File: src/rtl/datapath_responder.sv
// Datapath-to-memory responder: arbitrates fetch and data requests onto one
// variable-latency RAM port, with per-stream counters and a timeout watchdog.
module datapath_responder #(
    parameter int unsigned TIMEOUT  = 16,
    parameter logic [31:0] ERR_WORD = 32'hBAD1BAD1
) (
    input  logic        CLK,
    input  logic        nRST,
    input  logic        halt,
    input  logic        imemREN,
    input  logic [31:0] imemaddr,
    input  logic        dmemREN,
    input  logic        dmemWEN,
    input  logic [31:0] dmemaddr,
    input  logic [31:0] dmemstore,
    output logic        ihit,
    output logic [31:0] imemload,
    output logic        dhit,
    output logic [31:0] dmemload,
    output logic        ram_ren,
    output logic        ram_wen,
    output logic [31:0] ram_addr,
    output logic [31:0] ram_store,
    input  logic [31:0] ram_load,
    input  logic        ram_ready,
    output logic [31:0] icount,
    output logic [31:0] dcount,
    output logic        err
);

    localparam int unsigned WW        = (TIMEOUT > 2) ? $clog2(TIMEOUT) : 1;
    localparam logic [31:0] WORD_MASK = 32'hFFFF_FFFC;

    typedef enum logic [2:0] {IDLE, IACC, DACC, RESP, HALTED} state_t;

    state_t        state, state_n;
    logic [WW-1:0] wcnt, wcnt_n;
    logic          write_q, write_n;
    logic          ihit_n, dhit_n, ren_n, wen_n, err_n;
    logic [31:0]   imemload_n, dmemload_n, addr_n, store_n, icount_n, dcount_n;

    always_comb begin
        state_n    = state;
        wcnt_n     = wcnt;
        write_n    = write_q;
        ihit_n     = 1'b0;
        dhit_n     = 1'b0;
        err_n      = err;
        imemload_n = imemload;
        dmemload_n = dmemload;
        addr_n     = ram_addr;
        store_n    = ram_store;
        icount_n   = icount;
        dcount_n   = dcount;

        case (state)
            // Data wins over fetch; fetches are only launched from IDLE when not halted.
            IDLE, HALTED: begin
                if (dmemREN || dmemWEN) begin
                    state_n = DACC;
                    addr_n  = dmemaddr & WORD_MASK;
                    store_n = dmemstore;
                    write_n = dmemWEN;
                    wcnt_n  = '0;
                end else if (state == IDLE && imemREN && !halt) begin
                    state_n = IACC;
                    addr_n  = imemaddr & WORD_MASK;
                    write_n = 1'b0;
                    wcnt_n  = '0;
                end else if (halt) begin
                    state_n = HALTED;
                end else begin
                    state_n = IDLE;
                end
            end
            IACC, DACC: begin
                if (ram_ready || wcnt == WW'(TIMEOUT - 1)) begin
                    state_n = RESP;
                    wcnt_n  = '0;
                    if (!ram_ready) err_n = 1'b1;
                    if (state == IACC) begin
                        ihit_n     = 1'b1;
                        icount_n   = icount + 32'd1;
                        imemload_n = ram_ready ? ram_load : ERR_WORD;
                    end else begin
                        dhit_n   = 1'b1;
                        dcount_n = dcount + 32'd1;
                        if (!write_q) dmemload_n = ram_ready ? ram_load : ERR_WORD;
                    end
                end else begin
                    wcnt_n = wcnt + 1'b1;
                end
            end
            // One dead cycle so the still-held request is not relaunched.
            RESP:    state_n = IDLE;
            default: state_n = IDLE;
        endcase

        ren_n = (state_n == IACC) || (state_n == DACC && !write_n);
        wen_n = (state_n == DACC) && write_n;
    end

    always_ff @(posedge CLK or negedge nRST) begin
        if (!nRST) begin
            state     <= IDLE;
            wcnt      <= '0;
            write_q   <= 1'b0;
            ihit      <= 1'b0;
            dhit      <= 1'b0;
            imemload  <= '0;
            dmemload  <= '0;
            ram_ren   <= 1'b0;
            ram_wen   <= 1'b0;
            ram_addr  <= '0;
            ram_store <= '0;
            icount    <= '0;
            dcount    <= '0;
            err       <= 1'b0;
        end else begin
            state     <= state_n;
            wcnt      <= wcnt_n;
            write_q   <= write_n;
            ihit      <= ihit_n;
            dhit      <= dhit_n;
            imemload  <= imemload_n;
            dmemload  <= dmemload_n;
            ram_ren   <= ren_n;
            ram_wen   <= wen_n;
            ram_addr  <= addr_n;
            ram_store <= store_n;
            icount    <= icount_n;
            dcount    <= dcount_n;
            err       <= err_n;
        end
    end

endmodule
File: config.mk
export PLATFORM = sky130hd
export DESIGN_NAME = datapath_responder
export DESIGN_NICKNAME = d
export VERILOG_FILES = /design/src/rtl/datapath_responder.sv
export SDC_FILE = /design/constraint.sdc
export NUM_CORES = 1
export LEC_CHECK = 0
export CORE_MARGIN = 3
export CORE_UTILIZATION = 40
export DETAILED_ROUTE_END_ITERATION = 8
export HOLD_SLACK_MARGIN = 0.06
export PLACE_DENSITY = 0.85
export SYNTH_ARGS = -nofsm -noshare
export SYNTH_HDL_FRONTEND = slang
export SYNTH_SLANG_ARGS = --single-unit
export TNS_END_PERCENT = 50
File: constraint.sdc
create_clock -name CLK -period 1.85 [get_ports CLK]
set_input_delay 0.37 -clock CLK [delete_from_list [all_inputs] [get_ports CLK]]
set_output_delay 0.37 -clock CLK [all_outputs]
set_load 0.01 [all_outputs]
---- Word-level counts from Yosys, hierarchy flattened ----
Index checks and enable logic that the tools add are counted.
storage, ports and cells
  input bits .............................. 135
  bits in registers ....................... 205
  output and inout port bits .............. 197
  logic and storage cells ................. 69
operators by class
  reductions and logical operators ........ 21
  multiplexer cells ....................... 21
  add/sub/neg operators ................... 3
  bitwise gates (word level) .............. 3
  equal/unequal tests ..................... 7
operators with widths
  kind                     count
  $mux W32                 3
  $add A32 B1 Y32 const B  2
  $mux W3                  4
  $mux W4                  3
  $mux W1                  9
  $reduce_and A3 Y1        3
  $pmux W4 S2              1
  $eq A3 B1 Y1 const B     2
  $eq A3 B2 Y1 const B     2
  $pmux W3 S2              1
  $reduce_and A2 Y1        3
  $add A4 B1 Y4 const B    1
  $eq A4 B4 Y1 const B     1
  $logic_and A1 B1 Y1      4
  $reduce_and A4 Y1        1
  $reduce_bool A2 Y1       2
  $reduce_or A2 Y1         2
  $eq A3 B3 Y1 const B     1
  $logic_not A3 Y1         1
  $logic_or A1 B1 Y1       3
  $ne A3 B3 Y1 const B     1
  $not A1 Y1               3
  $logic_not A1 Y1         2

---- Logic depth before layout (Yosys ltp) ----
  depth after elaboration ................. 9
  depth in mapped cells ................... 8
  mapped depth without buffers ............ 6

---- Least setup slack after synthesis ----
OpenSTA, ideal clock, no wires.
  kind .................................... register to register
  from .................................... register wcnt[0]
  to ...................................... register dcount[31]
  path buffers ............................ 2
  required time ........................... 1.726 ns
  path slack .............................. -0.217 ns
  data arrival time ....................... 1.943 ns
  period minus slack after synthesis ...... 2.067 ns
  library setup time ...................... 0.124 ns
  cell stages (with the launch flop) ...... 9
  cells stage by stage .................... dfrtp_1 > ha_1 > a31o_1 > buf_6 > and4_4 > and4_1 > buf_4 > or4b_1 > xnor2_1
between the ends
  word-level cells in the longest chain between the ends .. 3
RTL lines
  what                         line  source
  start: declaration           37    logic [WW-1:0] wcnt, wcnt_n;
  start signal: assignment     121   wcnt <= wcnt_n;
  $eq A4 B4 Y1                 77    if (ram_ready || wcnt == WW'(TIMEOUT - 1)) begin
  $logic_or A1 B1 Y1           77
  $reduce_and A3 Y1 (no line)  n/a
  end signal: assignment       132   dcount <= dcount_n;
  end: declaration             27    output logic [31:0] dcount,
Every way passes these cells.
A chain may end at the register's enable or synchronous reset.

---- Worst setup path after layout ----
  from .................................... register wcnt[1]
  to ...................................... register dcount[31]
Same word-level chain as after synthesis.

==> flow_summary.ini <==
[worst_hold_path]
min_path_type = input port to asynchronous set/reset pin

[worst_setup_path]
cpPeakStageDelay_ns = 0.47
crit_top_cell = and4_4
worst-path-buf-inv = 0
worstPathArrival_ns = 2.27
path_max_fanout = 3
path_class = register to register
crit_family = simple AND/OR/NAND/NOR gates
worstPathCellList = ha_2 -> a31o_1 -> and4_4 -> and4_4 -> or4b_4 -> xnor2_1
required_ns = 2.23
crit_path_end_kind = register
cp_slowest_cell = or4b_4
startpoint_type = register

[timing]
setup_violations = 1
rsz0062_at_grt = true
fin_crit_ns = 1.889
fin_ws_ns = -0.03903
slew_violations = 0
max_freq_mhz = 529.4
finalHoldViolations = 0
clock_skew_ns = 0.01228
fin_crit_sh_pct = 102.1

[clocking]
numClockSinks = 203
cts_max_path_buffers = 3
cts_max_level = 1
clk_pin_slew_ns = 0.06
clk_latency_ns = 0.49
root_buffer = clkbuf_16
cts_tree = yes
cts_buffers = 22

[yosys]
ys_seq_area_share_pct = 60.36
synth.ff_latch_count = 203
netlist_instances = 755
synthTopCellsByArea = dfrtp_1 (60%), nand2_1 (5.6%), xnor2_1 (5.2%)
synth.distinct_cells = 43
netlist_area_um2 = 8416
synthFlopType = dfrtp_1
synth-async-reset-ratio_pct = 100.0
ys.warnings.count = 0
synth_top_area_cell = dfrtp_1
synth_edf_count = 0
synth_top_area_share_pct = 60.36
synth_area_per_cell_um2 = 11.15

[power]
p_total_mw = 18.72
p_leak_nw = 6.332
p_per_area_nw_per_um2 = 1408
ir_worst_vdd_uv = 956.5

[placed_design]
io_buffers = 325
finalWeightedCongestion = 0.8151
detailed_place_hpwl_um = 17970

[grt]
grt_max_degree = 65
grtUsageMet3_pct = 5.925
grt_pass1_vias = 7489
grt_usage_pct = 20.62
grt.busiest_layer = met2
antenna_found_initial = 0
gr-usage-met2_pct = 37.17
grt_pass1_wl_um = 37850
grt_overflow = 0
met1_usage_pct = 23.50

[detailed_routing]
drc_errors = 0
wl_um = 24430
drt-initial-drc-count = 198
via_per_inst = 5.004
final_antenna_net_count = 0
wl_per_cell_um = 17.17
vias = 7121
first_pass_iters = 4

[run_status]
violations = negative setup slack
status = finished, violations left

[final_layout]
drive_above_1_share_pct = 14.83
antennaDiodeCount = 0
fillerInstances = 1574
area_growth_pct = 58.03
fin_util_pct = 65.10
final_nets = 1281

[floorplan]
die_h_um = 151.1
die_w_um = 151.1
num_rows = 52
die_area_um2 = 22820
start_util_pct = 41.19
core_area_um2 = 20430
io_pins = 332

[run]
drv_cap = 0
==> placed cells by master (no fill, tap or decap), drive strengths merged, types with 4 or more instances in the layout <==
master,instances
and2,4
dfrtp,203
inv,7
clkdlybuf4s50,261
mux2,33
nand4,17
and3,11
dlymetal6s2s,24
nand2,125
nor2,37
mux2i,30
dlygate4sd2,39
nor3,6
clkbuf,33
nor4,4
a21oi,19
nand2b,4
buf,76
nor2b,18
xnor2,50
xor2,13
and4,7
nand3,26
o21ai,78
==> registers in the layout, indices dropped and copies added, names as in the netlist, 3 cells and up <==
| register | cells |
|---|---|
| ram_addr | 30 |
| ram_store | 32 |
| wcnt | 4 |
| dmemload | 32 |
| icount | 32 |
| state | 3 |
| dcount | 32 |
| imemload | 32 |
==> final cells by class <==
class,count,area (µm²),area share [%]
sequential,203,5085,38.24
timing repair buffer,403,3961,29.79
multi-input combinational,507,3218,24.20
clock buffer,31,655.6,4.930
tap,270,337.8,2.540
inverter,6,22.52,0.1693
clock inverter,3,18.77,0.1411
==> kinds of logic after synthesis <==
family / after synthesis / share of synthesized area [%]
AO/OA/AOI/OAI: 107 / 6.735
XOR/XNOR: 63 / 6.557
adder cells (fa/ha/maj): 3 / 0.4461
buffers and inverters: 46 / 2.409
flip-flops: 203 / 60.36
multiplexers: 63 / 7.984
other: 1 / 0.04456
AND/OR/NAND/NOR: 269 / 15.46
==> metrics by stage <==
stage	setup slack, ns	cell area, µm²	setup TNS, ns	hold WS (ns)	instances
2_1_floorplan	-0.1968	8422	-3.758	0.07441	756
3_3_place_gp	-0.4059	12460	-29.30	0.3140	1380
3_5_place_dp	-0.4836	12460	-33.76	0.3141	1380
4_1_cts	-0.04237	13150	-0.07644	0.3697	1419
5_1_grt	-0.1100	13300	-0.2437	0.3818	1423
6_report	-0.03903	13300	-0.03903	0.3694	1423
==> repair_timing <==
| action | 4_1_cts | 5_1_grt |
|---|---|---|
| pin swaps | 4 | 4 |
| gates resized for setup | 51 | 35 |
| endpoints found under the setup margin | 75 | 77 |
| hold buffers | 1 | 0 |
| cloned | 0 | 1 |
| hold endpoints to repair | 32 | 0 |
| setup buffers | 4 | 4 |
==> cell usage after synthesis (all sizes together), types with 2 or more instances <==
| library cell | n |
|---|---|
| a21oi | 19 |
| a22oi | 2 |
| a32o | 2 |
| and2 | 4 |
| and3 | 11 |
| and4 | 7 |
| buf | 12 |
| clkbuf | 28 |
| dfrtp | 203 |
| ha | 3 |
| inv | 6 |
| mux2 | 33 |
| mux2i | 30 |
| nand2 | 125 |
| nand2b | 4 |
| nand3 | 26 |
| nand4 | 17 |
| nor2 | 37 |
| nor2b | 18 |
| nor3 | 6 |
| nor3b | 3 |
| nor4 | 4 |
| o21ai | 78 |
| or3 | 3 |
| or3b | 2 |
| xnor2 | 50 |
| xor2 | 13 |
==> final timing paths <==
| kind | endpoint | startpoint | cells past startpoint | slack (ns) |
|---|---|---|---|---|
| worst max-delay path | dcount[31] | wcnt[1] | 6 | -0.04 |
| worst min-delay path | icount[31] | nRST | 2 | 0.37 |
| worst max register to register | dcount[31] | wcnt[1] | 6 | -0.04 |
| worst min register to register | dcount[31] | dcount[31] | 1 | 0.47 |
| max in group asynchronous | ram_ren | nRST | 3 | 0.86 |
| min in group CLK | imemload[10] | ram_load[10] | 3 | 0.46 |
==> worst reg2reg max path, delay by kind of cell (launching register included) <==
family | cells | cell delay (ns)
AOI/OAI and AO/OA | 1 | 0.17
DFF | 1 | 0.37
adders and majority gates | 1 | 0.20
and+or+nand+nor | 3 | 0.90
xor gates and xnor gates | 1 | 0.14
==> where the power goes <==
part	switching [mW]	internal [mW]	total, mW
Clock	1.68	2.44	4.12
Sequential	0.909	6.02	6.93
Combinational	3.41	4.26	7.67
==> layer usage <==
metal  vias up  routed length [µm]
met1      3443                9137
met4         0                 701
met3        52                2094
met2       296               12500
li1       3330                   -
met5         -                   0
No activity file was read; power rests on OpenSTA's default activity.
